### src/rtl/accel_job_driver.sv
// accel_job_driver
//   Host-side job driver for a start/done style accelerator. Takes one operand
//   job at a time from a valid/ready stream and holds it on a registered operand
//   bus. It issues a single-cycle start while the accelerator reports op_ready,
//   then waits for done_next. The result is captured into a one-entry buffer and
//   presented on a valid/ready result stream. A watchdog aborts a job whose
//   accelerator never completes.
//
//   Optional statistics outputs are enabled by defining ACCEL_JOB_DRIVER_STATS_EN.
//
// Ports
//   clk, rst          clock, asynchronous active-high reset
//   job_valid/ready   job stream handshake, job_data = NUM_OPS packed operands
//   op_ready          accelerator idle and able to sample start
//   start             single-cycle start pulse to the accelerator
//   operands          registered operand bus, operand k at [k*DATA_W +: DATA_W]
//   done_next         accelerator completion, result_in valid this cycle
//   result_in         accelerator result
//   res_valid/ready   result stream handshake, res_data = captured result
//   timeout_err       one-cycle pulse on watchdog abort
//   busy              driver not in IDLE
//   job_count, last_latency, err_count   statistics (ACCEL_JOB_DRIVER_STATS_EN)
//
// state | meaning
// IDLE  | no job in flight, may accept a job if the result buffer frees up
// ARM   | operands loaded, waiting for op_ready to issue start
// RUN   | start issued, watchdog counting, waiting for done_next
// DRAIN | watchdog abort, waiting for the accelerator to return to idle

module accel_job_driver #(
    parameter int DATA_W  = 16,
    parameter int NUM_OPS = 4,
    parameter int TIMEOUT = 64
) (
    input  logic                      clk,
    input  logic                      rst,
    input  logic                      job_valid,
    output logic                      job_ready,
    input  logic [NUM_OPS*DATA_W-1:0] job_data,
    input  logic                      op_ready,
    output logic                      start,
    output logic [NUM_OPS*DATA_W-1:0] operands,
    input  logic                      done_next,
    input  logic [DATA_W-1:0]         result_in,
    output logic                      res_valid,
    input  logic                      res_ready,
    output logic [DATA_W-1:0]         res_data,
`ifdef ACCEL_JOB_DRIVER_STATS_EN
    output logic [15:0]               job_count,
    output logic [15:0]               last_latency,
    output logic [7:0]                err_count,
`endif
    output logic                      timeout_err,
    output logic                      busy
);

    typedef enum logic [1:0] {IDLE, ARM, RUN, DRAIN} state_t;

    localparam logic [15:0] WD_LAST = 16'(TIMEOUT - 1);

    state_t      state, state_nx;
    logic [15:0] wd;
    logic        accept;
    logic        capture;

    // rst gating keeps job_ready low while reset is held, even though the
    // state register already reads IDLE.
    assign job_ready = !rst && (state == IDLE) && (!res_valid || res_ready);
    assign busy      = (state != IDLE);

    always_comb begin
        state_nx    = state;
        start       = 1'b0;
        timeout_err = 1'b0;
        accept      = 1'b0;
        capture     = 1'b0;
        case (state)
            IDLE: begin
                if (job_valid && job_ready) begin
                    accept   = 1'b1;
                    state_nx = ARM;
                end
            end
            ARM: begin
                if (op_ready) begin
                    start    = 1'b1;
                    state_nx = RUN;
                end
            end
            RUN: begin
                // done_next takes priority over a simultaneous watchdog expiry
                if (done_next) begin
                    capture  = 1'b1;
                    state_nx = IDLE;
                end else if (wd == WD_LAST) begin
                    timeout_err = 1'b1;
                    state_nx    = DRAIN;
                end
            end
            DRAIN: begin
                if (op_ready) state_nx = IDLE;
            end
            default: state_nx = IDLE;
        endcase
    end

    always_ff @(posedge clk or posedge rst) begin
        if (rst) begin
            state <= IDLE;
        end else begin
            state <= state_nx;
        end
    end

    // Watchdog sits at zero outside RUN, so it is already clear on RUN entry.
    always_ff @(posedge clk or posedge rst) begin
        if (rst) begin
            wd <= '0;
        end else if (state == RUN) begin
            wd <= wd + 16'd1;
        end else begin
            wd <= '0;
        end
    end

    always_ff @(posedge clk or posedge rst) begin
        if (rst) begin
            operands <= '0;
        end else if (accept) begin
            operands <= job_data;
        end
    end

    // Capture only happens in RUN, where the buffer is always empty, so set
    // and clear never compete.
    always_ff @(posedge clk or posedge rst) begin
        if (rst) begin
            res_valid <= 1'b0;
            res_data  <= '0;
        end else if (capture) begin
            res_valid <= 1'b1;
            res_data  <= result_in;
        end else if (res_valid && res_ready) begin
            res_valid <= 1'b0;
        end
    end

`ifdef ACCEL_JOB_DRIVER_STATS_EN
    // Latency counts from the start cycle, i.e. one more than the watchdog.
    always_ff @(posedge clk or posedge rst) begin
        if (rst) begin
            job_count    <= '0;
            last_latency <= '0;
            err_count    <= '0;
        end else begin
            if (capture) begin
                last_latency <= wd + 16'd1;
                if (job_count != 16'hFFFF) job_count <= job_count + 16'd1;
            end
            if (timeout_err && err_count != 8'hFF) err_count <= err_count + 8'd1;
        end
    end
`endif

endmodule

### config.mk
export PLATFORM = sky130hd
export DESIGN_NAME = accel_job_driver
export DESIGN_NICKNAME = d
export VERILOG_FILES = /design/src/rtl/accel_job_driver.sv
export SDC_FILE = /design/constraint.sdc
export NUM_CORES = 1
export LEC_CHECK = 0
export CAP_MARGIN = 10
export CORE_MARGIN = 5
export CORE_UTILIZATION = 42
export CTS_CLUSTER_SIZE = 24
export DETAILED_ROUTE_END_ITERATION = 6
export MAX_ROUTING_LAYER = met4
export PLACE_DENSITY_LB_ADDON = 0.3
export REMOVE_ABC_BUFFERS = 1
export SLEW_MARGIN = 10
export SYNTH_ARGS = -nofsm -noshare
export SYNTH_HDL_FRONTEND = slang
export SYNTH_SLANG_ARGS = --single-unit
### constraint.sdc
create_clock -name clk -period 4.6 [get_ports clk]
set_clock_uncertainty 0.05 [all_clocks]
set_input_delay 0.92 -clock clk [delete_from_list [all_inputs] [get_ports clk]]
set_output_delay 0.92 -clock clk [all_outputs]
set_load 0.01 [all_outputs]
==> results of run 1 <==
## flip-flops by register name (all words and copies together), names as in the netlist
register / count
operands: 64
wd: 16
res_valid: 1
state: 2
res_data: 16
## cells in the final DEF (no fill, tap or decap)
cell type and count:
a21boi_0 1, nand4b_1 1, mux2_4 9, inv_4 1, clkinv_2 1, nand4_1 6
clkinvlp_4 2, clkbuf_8 9, mux2_2 70, nand2_1 5, or3_1 2, and4_1 1
nor4_1 4, nor2b_1 2, or2_4 1, xor2_1 7, nor3_4 1, bufinv_16 4
or2_2 1, a21oi_1 2, and2_1 1, ha_1 1, clkdlybuf4s50_1 170, nor4b_1 1
buf_4 2, and3_1 3, nor2_1 17, o21ai_0 3, nor3_1 2, mux2_1 1
nand2b_1 3, nand3_1 9, nand2_4 1, xnor2_1 5, dfrtp_1 99
## synthesized netlist by cell type (all sizes together)
master  number  area (sq um)
and3         3          18.8
mux2        80           935
xor2         7          61.3
dfrtp       99          2480
clkbuf       2          7.51
nor3         3          26.3
a21boi       1          7.51
xnor2        5          43.8
ha           1          12.5
or2          2          15.0
inv          1          3.75
nand4        6          37.5
buf          7          72.6
nand3        9          45.0
nand4b       1          8.76
and4         1          8.76
and2         1          6.26
or3          2          12.5
nand2b       3          18.8
nor4b        1          8.76
a21oi        2          10.0
nor2        17          63.8
nor2b        2          12.5
nand2        6          30.0
nor4         4          25.0
o21ai        3          15.0
## layout make-up
| class | instances | area (sq um) |
|---|---|---|
| timing repair buffer | 172 | 1720 |
| clock buffer | 9 | 124 |
| tap | 129 | 161 |
| clock inverter | 7 | 140 |
| sequential | 99 | 2480 |
| fill | 704 | 3190 |
| multi-input combinational | 160 | 1420 |
| inverter | 1 | 6.26 |
## per-layer routing
layer / global-route usage / part of all wire
met3: 0.0570 / 0.070
met1: 0.195 / 0.39
met5: - / 0
met2: 0.277 / 0.52
met4: 0.0694 / 0.027
## final timing paths
| check | endpoint | slack [ps] | cells past startpoint |
|---|---|---|---|
| hold reg to reg | operands[23] | 460 | 1 |
| setup reg to reg | operands[54] | 2460 | 4 |
| setup / recovery | timeout_err | 1110 | 5 |
| max in group asynchronous | res_data[5] | 2650 | 3 |
| min in group asynchronous | wd[6] | 1050 | 2 |
| hold / removal | operands[23] | 460 | 1 |
## logic make-up (layout without fill, tap and decap cells)
| logic type | count (synthesis) | count (layout) |
|---|---|---|
| AOI/OAI and AO/OA | 6 | 6 |
| xor gates and xnor gates | 12 | 12 |
| adders and majority gates | 1 | 1 |
| buffers and inverters | 10 | 189 |
| DFF | 99 | 99 |
| muxes | 80 | 80 |
| and+or+nand+nor | 61 | 61 |
## worst max-delay path: stages
cell and delay [ps]:
clkdlybuf4s50_1 450, nor4_1 360, nand3_1 110, nor2_1 120
clkdlybuf4s50_1 550
## stage by stage
step | utilization | setup WS [ps] | instance area [sq um]
finish | 0.655 | 1110 | 6050
detailed placement | 0.626 | 1100 | 5780
floorplan | - | 1040 | 3900
global route | 0.655 | 1020 | 6050
CTS | 0.655 | 1100 | 6050
global placement | 0.626 | 1130 | 5780
## report_power, final
part | switching, mW | internal, mW | leakage, nW
Combinational | 0.581 | 1.04 | 1.20
Clock | 0.292 | 0.415 | 0.125
Sequential | 0.191 | 1.24 | 1.21
==> results.ini, run 1 <==
[clock_network]
cts_setup_buffers = 0
cts_resized = 0
clk_pin_slew_ps = 80
clk_latency_ps = 360
htree_levels = 3
cts_hold_buf = 0
cts_root_buf = clkbuf_8
cts_buffers = 9
clock_path_buffers = 2
numClockSinks = 99
cts_tree = built

[yosys]
syn_avg_cell_area_sq_um = 14.8
synth_area_sq_um = 3980
synthXorXnorAreaFrac = 0.0264
yosysWarningCount = 0
syn_inst = 269
synthSimpleGateAreaFrac = 0.0848
ys_seq_area_frac = 0.622
synth_top_family_by_area = multiplexers
synth_compound_area_frac = 0.00817
ys_seq_elements = 99
synthMuxAreaShare = 0.235
synthAdderAreaFrac = 0.00314
yosysUniqueCellTypes = 32

[sta]
worst_slew_pin_slew_ps = 917
setup_viol = 0
fin_crit_sh = 0.758
relSlewSlack = 0.388
fmax_ghz = 0.287
grt_setup_unrepaired = no
tns_ps = 0
report.final.slew_viol_count = 0
whs_ps = 458
hold_viol_final = 0
post-route-min-period_ps = 3490

[floorplan]
rows = 35
design.core.area_sq_um = 9240
initial_core_util = 0.431
dieHeight_microns = 107
ioPinCount = 171
dieArea_sq_um = 11500
die_x_microns = 107

[finish]
num-nets-final = 530
drive_gt1_frac = 0.228
syn_to_final_growth_pct = 51.8
diodes = 0
stdcell_count = 577

[placement]
port_buffers = 170
place_inst = 561
place_congestion = 0.846
dp_hpwl_mm = 7.11

[routing]
drc = 0
wl_mm = 9.44
viasPerCell = 4.74
vias = 2735
drtIter0Drc = 83
ant_nets = 0
routedWlPerCell_microns = 16.4
drt-pass1-iter-count = 4

[critical_path]
cp.arrival_ps = 2520
critPathKind = input port to output port
cp_data_required_time_ps = 3630
critPathLaunchType = input port
cp_max_fo = 3
end_kind = output port
cp-startpoint = done_next
regToRegStartpoint = state[1]

[grt]
antenna_found_initial = 0
grt_use_total = 0.170
grt_pass1_vias = 2861
grt_pass1_wl_mm = 14.8
grt_max_degree = 65
overflow = 0

[flow_run]
max-cap-violations = 0

[power]
p_per_area_nw_per_um2 = 622
irDropWorstVdd_v = 0.000404
p_leak_nw = 2.54
p_total_mw = 3.76

[hold_path]
hp-class = flip-flop to flip-flop
min_from = operands[23]

[outcome]
outcome = complete, no violations

Note: power is estimated with default switching activity, not from simulation.
==> run 2, diff against run 1 <==
==> constraint.sdc (replaced) <==
create_clock -name clk -period 3.25 [get_ports clk]
set_clock_uncertainty 0.05 [all_clocks]
set_input_delay 0.65 -clock clk [delete_from_list [all_inputs] [get_ports clk]]
set_output_delay 0.65 -clock clk [all_outputs]
set_load 0.01 [all_outputs]
==> results.ini, run 2 (synthesized netlist as in run 1, its figures left out) <==
[outcome]
outcome = complete, no violations

[clock_network]
cts_buffers = 9
clk_latency_ps = 340
clock_path_buffers = 2
numClockSinks = 99
clk_pin_slew_ps = 90
htree_levels = 3
cts_tree = built
cts_root_buf = clkbuf_8
cts_hold_buf = 0
cts_setup_buffers = 0
cts_resized = 0

[floorplan]
design.core.area_sq_um = 9240
dieArea_sq_um = 11500
initial_core_util = 0.431
ioPinCount = 171
rows = 35
die_x_microns = 107
dieHeight_microns = 107

[critical_path]
rr_worst_depth = 5
cp_data_required_time_ps = 2550
cp-startpoint = done_next
critPathLaunchType = input port
cp_max_fo = 3
cp.arrival_ps = 2250
end_kind = output port
worst_r2r_endpoint = operands[9]
regToRegStartpoint = state[1]
critPathKind = input port to output port
rrSetupSlack_ps = 1290

[finish]
num-nets-final = 532
diodes = 0
top_regs = operands: 64 flops, res_data: 16 flops, wd: 16 flops
stdcell_count = 579
mostFrequentLayoutCell = clkdlybuf4s50_1
largest_register = operands
mostFrequentLayoutCells = 170 x clkdlybuf4s50_1, 99 x dfrtp_1, 70 x mux2_2, 17 x nor2_1
syn_to_final_growth_pct = 51.5
largest_reg_flops = 64
drive_gt1_frac = 0.224

[routing]
vias = 2746
drtIter0Drc = 32
drt-pass1-iter-count = 4
wl_mm = 9.35
routedWlPerCell_microns = 16.1
ant_nets = 0
viasPerCell = 4.74
drc = 0

[grt]
antenna_found_initial = 0
grt_use_total = 0.166
grt_max_degree = 50
grt_pass1_vias = 2868
grt_pass1_wl_mm = 14.6
overflow = 0

[placement]
place_inst = 563
place_congestion = 0.822
port_buffers = 170
dp_hpwl_mm = 7.09

[sta]
whs_ps = 449
setup_viol = 0
report.final.slew_viol_count = 0
fmax_ghz = 0.339
relSlewSlack = 0.538
fin_crit_sh = 0.907
worst_slew_pin_slew_ps = 691
grt_setup_unrepaired = no
post-route-min-period_ps = 2950
hold_viol_final = 0

[hold_path]
hp-class = flip-flop to flip-flop
hold_path_depth = 1
min_to = operands[54]
min_from = operands[54]

[power]
irDropWorstVdd_v = 0.000530
p_leak_nw = 2.53
p_per_area_nw_per_um2 = 855

[flow_run]
max-cap-violations = 0

run 2: cell types whose count changed in the layout (fill, tap and decap cells not counted), sizes merged:
cell,before,now
buf,2,4
bufinv,4,2
clkbuf,9,12
clkinv,1,0
run 2: how the worst max path moves through the flow:
| stage | slack [ps] | cells after the start | to |
|---|---|---|---|
| 3_5_place_dp | 300 | 5 | timeout_err |
| 3_3_place_gp | 310 | 5 | timeout_err |
| 2_1_floorplan | -40 | 1 | operands[0] |
| 5_1_grt | 170 | 5 | timeout_err |
| 6_report | 300 | 5 | timeout_err |
| 4_1_cts | 280 | 6 | timeout_err |
run 2: final cells by class:
cell class | count | area [sq um]
sequential | 99 | 2480
clock inverter | 4 | 75.1
timing repair buffer | 174 | 1760
clock buffer | 12 | 135
multi-input combinational | 160 | 1420
tap | 129 | 161
inverter | 1 | 6.26
fill | 706 | 3210
run 2: critical path: stages:
cell	delay [ps]
clkdlybuf4s50_1	450
nor4_1	370
nand3_1	120
nor2_1	110
clkdlybuf4s50_1	550
run 2: power breakdown:
group | leakage [nW] | internal (mW) | switching [mW]
clock network | 0.0968 | 0.435 | 0.395
logic | 1.22 | 1.48 | 0.822
registers | 1.21 | 1.76 | 0.266
total | 2.53 | 3.67 | 1.48
run 2: routing by layer:
metal	up-vias	wire (microns)	GRT usage
li1	1292	-	-
met4	0	79	0.0460
met5	-	0	-
met2	92	4950	0.277
met3	6	546	0.0480
met1	1356	3770	0.199
run 2: stage by stage:
step	area (sq um)	setup slack [ps]	power (mW)	utilization	TNS, ps
CTS	6030	284	5.24	0.653	0
finish	6030	303	5.16	0.653	0
floorplan	3900	-40.4	3.00	-	-4000
global route	6030	166	5.46	0.653	0
detailed placement	5820	297	4.39	0.630	0
global placement	5820	311	4.33	0.630	0
